**config.mk**
```make
export PLATFORM = sky130hd
export DESIGN_NAME = mem_arbiter
export DESIGN_NICKNAME = d
export VERILOG_FILES = /design/src/rtl/mem_arbiter.sv
export SDC_FILE = /design/constraint.sdc
export NUM_CORES = 1
export LEC_CHECK = 0
export ABC_AREA = 1
export CAP_MARGIN = 10
export CORE_MARGIN = 2
export CORE_UTILIZATION = 40
export CTS_CLUSTER_SIZE = 20
export DETAILED_ROUTE_END_ITERATION = 8
export PLACE_DENSITY = 0.82
export SYNTH_ARGS = -nofsm -noshare
export SYNTH_HDL_FRONTEND = slang
export SYNTH_SLANG_ARGS = --single-unit
```
**constraint.sdc**
```tcl
create_clock -name clk -period 1.94 [get_ports clk]
set_input_delay 0.582 -clock clk [delete_from_list [all_inputs] [get_ports clk]]
set_output_delay 0.582 -clock clk [all_outputs]
set_load 0.05 [all_outputs]
```
**src/rtl/mem_arbiter.sv**
```systemverilog
// Two-port memory arbiter: processor and loader share one synchronous memory.
// Round-robin between the two, with a loader lock that blocks processor grants.
module mem_arbiter #(
    parameter int unsigned AW = 12,
    parameter int unsigned DW = 16
) (
    input  logic          clk,
    input  logic          rst_n,
    input  logic          cpu_req,
    input  logic          cpu_rnw,
    input  logic [AW-1:0] cpu_addr,
    input  logic [DW-1:0] cpu_wdata,
    output logic [DW-1:0] cpu_rdata,
    output logic          cpu_ack,
    input  logic          ldr_req,
    input  logic          ldr_rnw,
    input  logic [AW-1:0] ldr_addr,
    input  logic [DW-1:0] ldr_wdata,
    output logic [DW-1:0] ldr_rdata,
    output logic          ldr_ack,
    input  logic          ldr_lock,
    output logic          mem_en,
    output logic          mem_we,
    output logic [AW-1:0] mem_addr,
    output logic [DW-1:0] mem_wdata,
    input  logic [DW-1:0] mem_rdata,
    output logic          cpu_stall
);

    typedef enum logic [1:0] {
        IDLE  = 2'd0,
        ISSUE = 2'd1,
        RESP  = 2'd2
    } state_t;

    typedef enum logic {
        GNT_CPU = 1'b0,
        GNT_LDR = 1'b1
    } gnt_t;

    state_t        state_q;
    gnt_t          last_gnt_q;
    logic          rnw_q;
    logic          mem_en_q;
    logic          mem_we_q;
    logic [AW-1:0] mem_addr_q;
    logic [DW-1:0] mem_wdata_q;
    logic [DW-1:0] cpu_rdata_q;
    logic [DW-1:0] ldr_rdata_q;
    logic          cpu_ack_q;
    logic          ldr_ack_q;

    logic          cpu_elig_c;
    logic          any_req_c;
    gnt_t          win_c;
    logic          win_rnw_c;
    logic [AW-1:0] win_addr_c;
    logic [DW-1:0] win_wdata_c;

    // Arbitration: the loader wins when alone or when the processor was granted last.
    always_comb begin
        cpu_elig_c  = cpu_req & ~ldr_lock;
        any_req_c   = cpu_elig_c | ldr_req;
        win_c       = GNT_CPU;
        win_rnw_c   = cpu_rnw;
        win_addr_c  = cpu_addr;
        win_wdata_c = cpu_wdata;
        if (ldr_req && (!cpu_elig_c || last_gnt_q == GNT_CPU)) begin
            win_c       = GNT_LDR;
            win_rnw_c   = ldr_rnw;
            win_addr_c  = ldr_addr;
            win_wdata_c = ldr_wdata;
        end
    end

    // Access sequencer; the memory bus registers double as the request latch.
    always_ff @(posedge clk or negedge rst_n) begin
        if (!rst_n) begin
            state_q     <= IDLE;
            last_gnt_q  <= GNT_LDR;
            rnw_q       <= 1'b0;
            mem_en_q    <= 1'b0;
            mem_we_q    <= 1'b0;
            mem_addr_q  <= '0;
            mem_wdata_q <= '0;
            cpu_rdata_q <= '0;
            ldr_rdata_q <= '0;
            cpu_ack_q   <= 1'b0;
            ldr_ack_q   <= 1'b0;
        end else begin
            cpu_ack_q   <= 1'b0;
            ldr_ack_q   <= 1'b0;
            mem_en_q    <= 1'b0;
            mem_we_q    <= 1'b0;
            mem_addr_q  <= '0;
            mem_wdata_q <= '0;
            case (state_q)
                ISSUE: begin
                    state_q <= RESP;
                    if (last_gnt_q == GNT_LDR) begin
                        ldr_ack_q <= 1'b1;
                    end else begin
                        cpu_ack_q <= 1'b1;
                    end
                end
                default: begin
                    // Read data is on mem_rdata during RESP; capture it as we leave.
                    if (state_q == RESP && rnw_q) begin
                        if (last_gnt_q == GNT_LDR) begin
                            ldr_rdata_q <= mem_rdata;
                        end else begin
                            cpu_rdata_q <= mem_rdata;
                        end
                    end
                    if (any_req_c) begin
                        state_q     <= ISSUE;
                        last_gnt_q  <= win_c;
                        rnw_q       <= win_rnw_c;
                        mem_en_q    <= 1'b1;
                        mem_we_q    <= ~win_rnw_c;
                        mem_addr_q  <= win_addr_c;
                        mem_wdata_q <= win_wdata_c;
                    end else begin
                        state_q <= IDLE;
                    end
                end
            endcase
        end
    end

    assign mem_en    = mem_en_q;
    assign mem_we    = mem_we_q;
    assign mem_addr  = mem_addr_q;
    assign mem_wdata = mem_wdata_q;
    assign cpu_rdata = cpu_rdata_q;
    assign ldr_rdata = ldr_rdata_q;
    assign cpu_ack   = cpu_ack_q;
    assign ldr_ack   = ldr_ack_q;
    assign cpu_stall = cpu_req & ~cpu_ack_q;

endmodule
```
* After elaboration in Yosys (flattened, before gate mapping)
Cells that the tools add are included.
** Word-level totals
- Register bits after elaboration :: 68
- Input port bits :: 79
- Logic and storage cells :: 46
** Operators by class
- Eq/ne operators :: 2
- Multiplexer cells :: 18
- Bitwise logic cells :: 8
- Reductions and logical operators :: 7
** Operators by type and width (number)
- 2-to-1 mux 16 bit :: 3
- 2-to-1 mux 12 bit :: 3
- 2-to-1 mux 1 bit :: 11
- AND reduction 3 bit :: 2
- inverter 1 bit :: 5
- AND 1 bit :: 2
- == test 2 x 1 -> 1 bit (second input constant) :: 1
- == test 2 bit (second input constant) :: 1
- logical AND 1 bit :: 2
- 2-to-1 mux 2 bit :: 1
- AND reduction 2 bit :: 1
- zero test 1 bit :: 1
- logical OR 1 bit :: 1
- OR 1 bit :: 1

* Depth between registers and ports, before layout
- Depth after elaboration :: 9
- Depth in mapped cells :: 8
- Depth with buffers taken out :: 7

* Worst setup path after synthesis
No wires, ideal clock.
- Path kind :: register to output
- From :: register cpu_ack_q, in the netlist cpu_ack
- To :: output cpu_stall
- Data arrival time :: 1.280 ns
- Required time :: 1.358 ns
- Slack :: 0.078 ns
- Cell stages (with the launch flop) :: 2
- Buffers on the path :: 0
- Path through :: dfrtp_1 -> nor2_1
** Between the ends
- Word-level cells in the longest chain between the ends :: 2
** RTL lines
- start, declared :: line 50 : logic cpu_ack_q;
- start signal, assigned :: line 88 : cpu_ack_q <= 1'b0;
- start signal, assigned :: line 91 : cpu_ack_q <= 1'b0;
- start signal, assigned :: line 103 : cpu_ack_q <= 1'b1;
- inverter 1 bit :: line 139 : assign cpu_stall = cpu_req & ~cpu_ack_q;
- AND 1 bit :: line 139
- end, declared :: line 27 : output logic cpu_stall
No other way between the ends.

* Worst setup path in the final report
- From :: input cpu_req
- To :: output cpu_stall
** Between the ends
- Word-level cells in the longest chain between the ends :: 1
** RTL lines
- start, declared :: line 9 : input logic cpu_req,
- AND 1 bit :: line 139
No other way between the ends.

==> run metrics <==
CTS Sinks=67; first-pass GRT wire length=roughly 10000 um; post-synth top area share=0.617; DIE AREA=~0.0074 sq mm; flop2flop setup slack=around 0.56 ns; grt total ovfl=0; area growth from synthesis to layout=55.6%; Slew @ Worst Pin=about 0.54 ns; syn avg cell area=around 9.7 sq um; register bit count reported by yosys=67; routed len/inst=about 13 um; Clk pin slew, worst setup/hold paths=0.06 ns; clock skew=approximately 0.0059 ns; max-slew violations=0; FMAX=~0.58 GHz; number of core rows=29; IO Count=144; diode count=0; final hold vios=0; Tcrit/Tclk final=0.894; Critical Path RT=around 1.4 ns; setup_tns=0 ns; core region area=0.00642 sq mm; initial core utilization=0.417; Comb power frac=0.510; post-synth cell types=20; 1st-iter DRT viols=86; Net Count, Synth=355; vias in the first global route=roughly 2400; reg2reg end=mem_wdata[6]; Detail Route Antenna Nets=0; fin nets=about 500; Syn Inst Count=~280; Seq/Total Area, Yosys=0.627; Pre-antenna DRT Iters=7; sequential fraction of design power=0.336; Max-slew headroom=0.642; I/O Buffers=between 100 and 150; fin crit period=between 1.5 and 2 ns; DR vias/cell=between 4 and 5; status=finished with violations; most common cell after layout, fill and taps aside=clkdlybuf4s50_1; initial antenna violation count=0; largest area contributor in the netlist=dfrtp_1; CTS tree=built; die height=85.8 um; Setup Viol. Count Final=0; gpl congestion=approximately 0.8; dpl cell area=~0.004 sq mm; RSZ-0062 raised after global routing=false; pin count of the biggest net entering global routing=68; total track usage=0.185; DR vias=approximately 2400; fraction of layout cells with a size suffix above 1=0.241; Die X=about 86 um; largest cells by area after synthesis=dfrtp_1 62%, nor2_1 8.6%, o21ai_0 7.5%, nand2_1 5.8%, buf_6 3.8%; Max Fanout on Critical Path=2; H-tree Lvls=3; Clk pwr share=0.154; Reg2Reg Depth=5; hold_buf cts=0; Min-Delay Path Class=in -> async; post-route cell area=approximately 0.0042 sq mm; Power Dens Cells=between 1500 and 2000 mW/mm^2; placed cells=slightly below 500; P_sw=0.00294 W; maxcap violations=0; failing checks=design-rule violations; VDD IR max=approximately 0.5 mV; leakage=approximately 2.1 nW; clk_lat worst skew=about 0.33 ns; drt total wl=6510 um; worst path arrival time=about 1.2 ns; PnR Total Power=~0.0063 W; number of remaining DRC errors=10; synthesized cell area=0.00268 sq mm; total CTS buffers=9; Clock Path Buffers=2; internal power=around 0.0033 W; CP Launch Type=input port; Ys Warns=0; Worst Path Class, Setup=in -> out; RR Startpoint=state_q[0]; root buffer cell=clkbuf_8; post-route insts no fill=504; Final HPWL DP=around 4900 um; most frequent cells in the layout=76 x clkdlybuf4s50_1, 69 x buf_4, 66 x dfrtp_1; Net Sw Frac=0.470; Worst Setup End Kind=output port
layout make-up:
class,count,area (sq um)
multi-input combinational,172,788
sequential,67,1680
clock buffer,12,145
fill,524,2260
inverter,23,88.8
clock inverter,3,15.0
timing repair buffer,150,1350
tap,77,96.3
per-layer routing:
layer  GRT usage  share of wire
met2       0.312           0.47
met1       0.191           0.38
met4      0.0924          0.024
met5           0              0
met3      0.0895           0.13
worst max-delay path: stages:
cell and delay (ns):
dlygate4sd2_1 0.24, inv_2 0.07, nor2_4 0.12, buf_12 0.14
metrics by stage:
| stage | hold slack, ns | util | setup slack (ns) |
|---|---|---|---|
| 5_1_grt | 0.283 | 0.648 | 0.136 |
| 4_1_cts | 0.266 | 0.648 | 0.216 |
| 3_3_place_gp | 0.455 | 0.622 | -0.0992 |
| 6_report | 0.267 | 0.648 | 0.206 |
| 3_5_place_dp | 0.468 | 0.622 | -0.180 |
| 2_1_floorplan | 0.286 | - | 0.0784 |
registers in the layout (all words and copies together) (netlist names):
signal,cells
cpu_rdata,16
mem_addr,12
mem_wdata,16
cpu_ack,1
last_gnt_q,1
ldr_rdata,16
state_q,2
ldr_ack,1
mem_we,1
rnw_q,1
kinds of logic after synthesis:
group	synth area share
flops	0.627
compound gates	0.128
buf+inv	0.0813
simple gates	0.164
power groups by stage:
stage                     Sequential (W)  Clock (W)  Combinational, W
final                            0.00210   0.000963           0.00319
after global placement           0.00211          0           0.00317
after floorplan                  0.00368          0          0.000567
after CTS                        0.00211   0.000996           0.00322
after global routing             0.00215    0.00105           0.00338
after detailed placement         0.00213          0           0.00322
synthesized netlist by cell type (all sizes together):
| library cell | instances |
|---|---|
| clkbuf | 1 |
| dfrtp | 66 |
| buf | 13 |
| nand3 | 2 |
| nand2 | 43 |
| inv | 23 |
| nor2 | 64 |
| o21ai | 62 |
| dfstp | 1 |
| a21oi | 1 |
what timing repair did:
item / 4_1_cts / 5_1_grt
setup buffers: 0 / 0
resized for setup: 4 / 0
endpoints found under the hold margin: 0 / 0
endpoints found under the setup margin: 1 / 0
how the worst max path moves through the flow:
stage | from | to | slack [ns] | depth (start not counted)
2_1_floorplan | cpu_ack | cpu_stall | 0.08 | 1
3_3_place_gp | cpu_req | cpu_stall | -0.1 | 4
3_5_place_dp | cpu_req | mem_wdata[6] | -0.18 | 6
4_1_cts | cpu_req | cpu_stall | 0.22 | 4
5_1_grt | ldr_lock | mem_addr[0] | 0.14 | 6
6_report | cpu_req | cpu_stall | 0.21 | 4
Note: power is estimated with default switching activity, not from simulation.
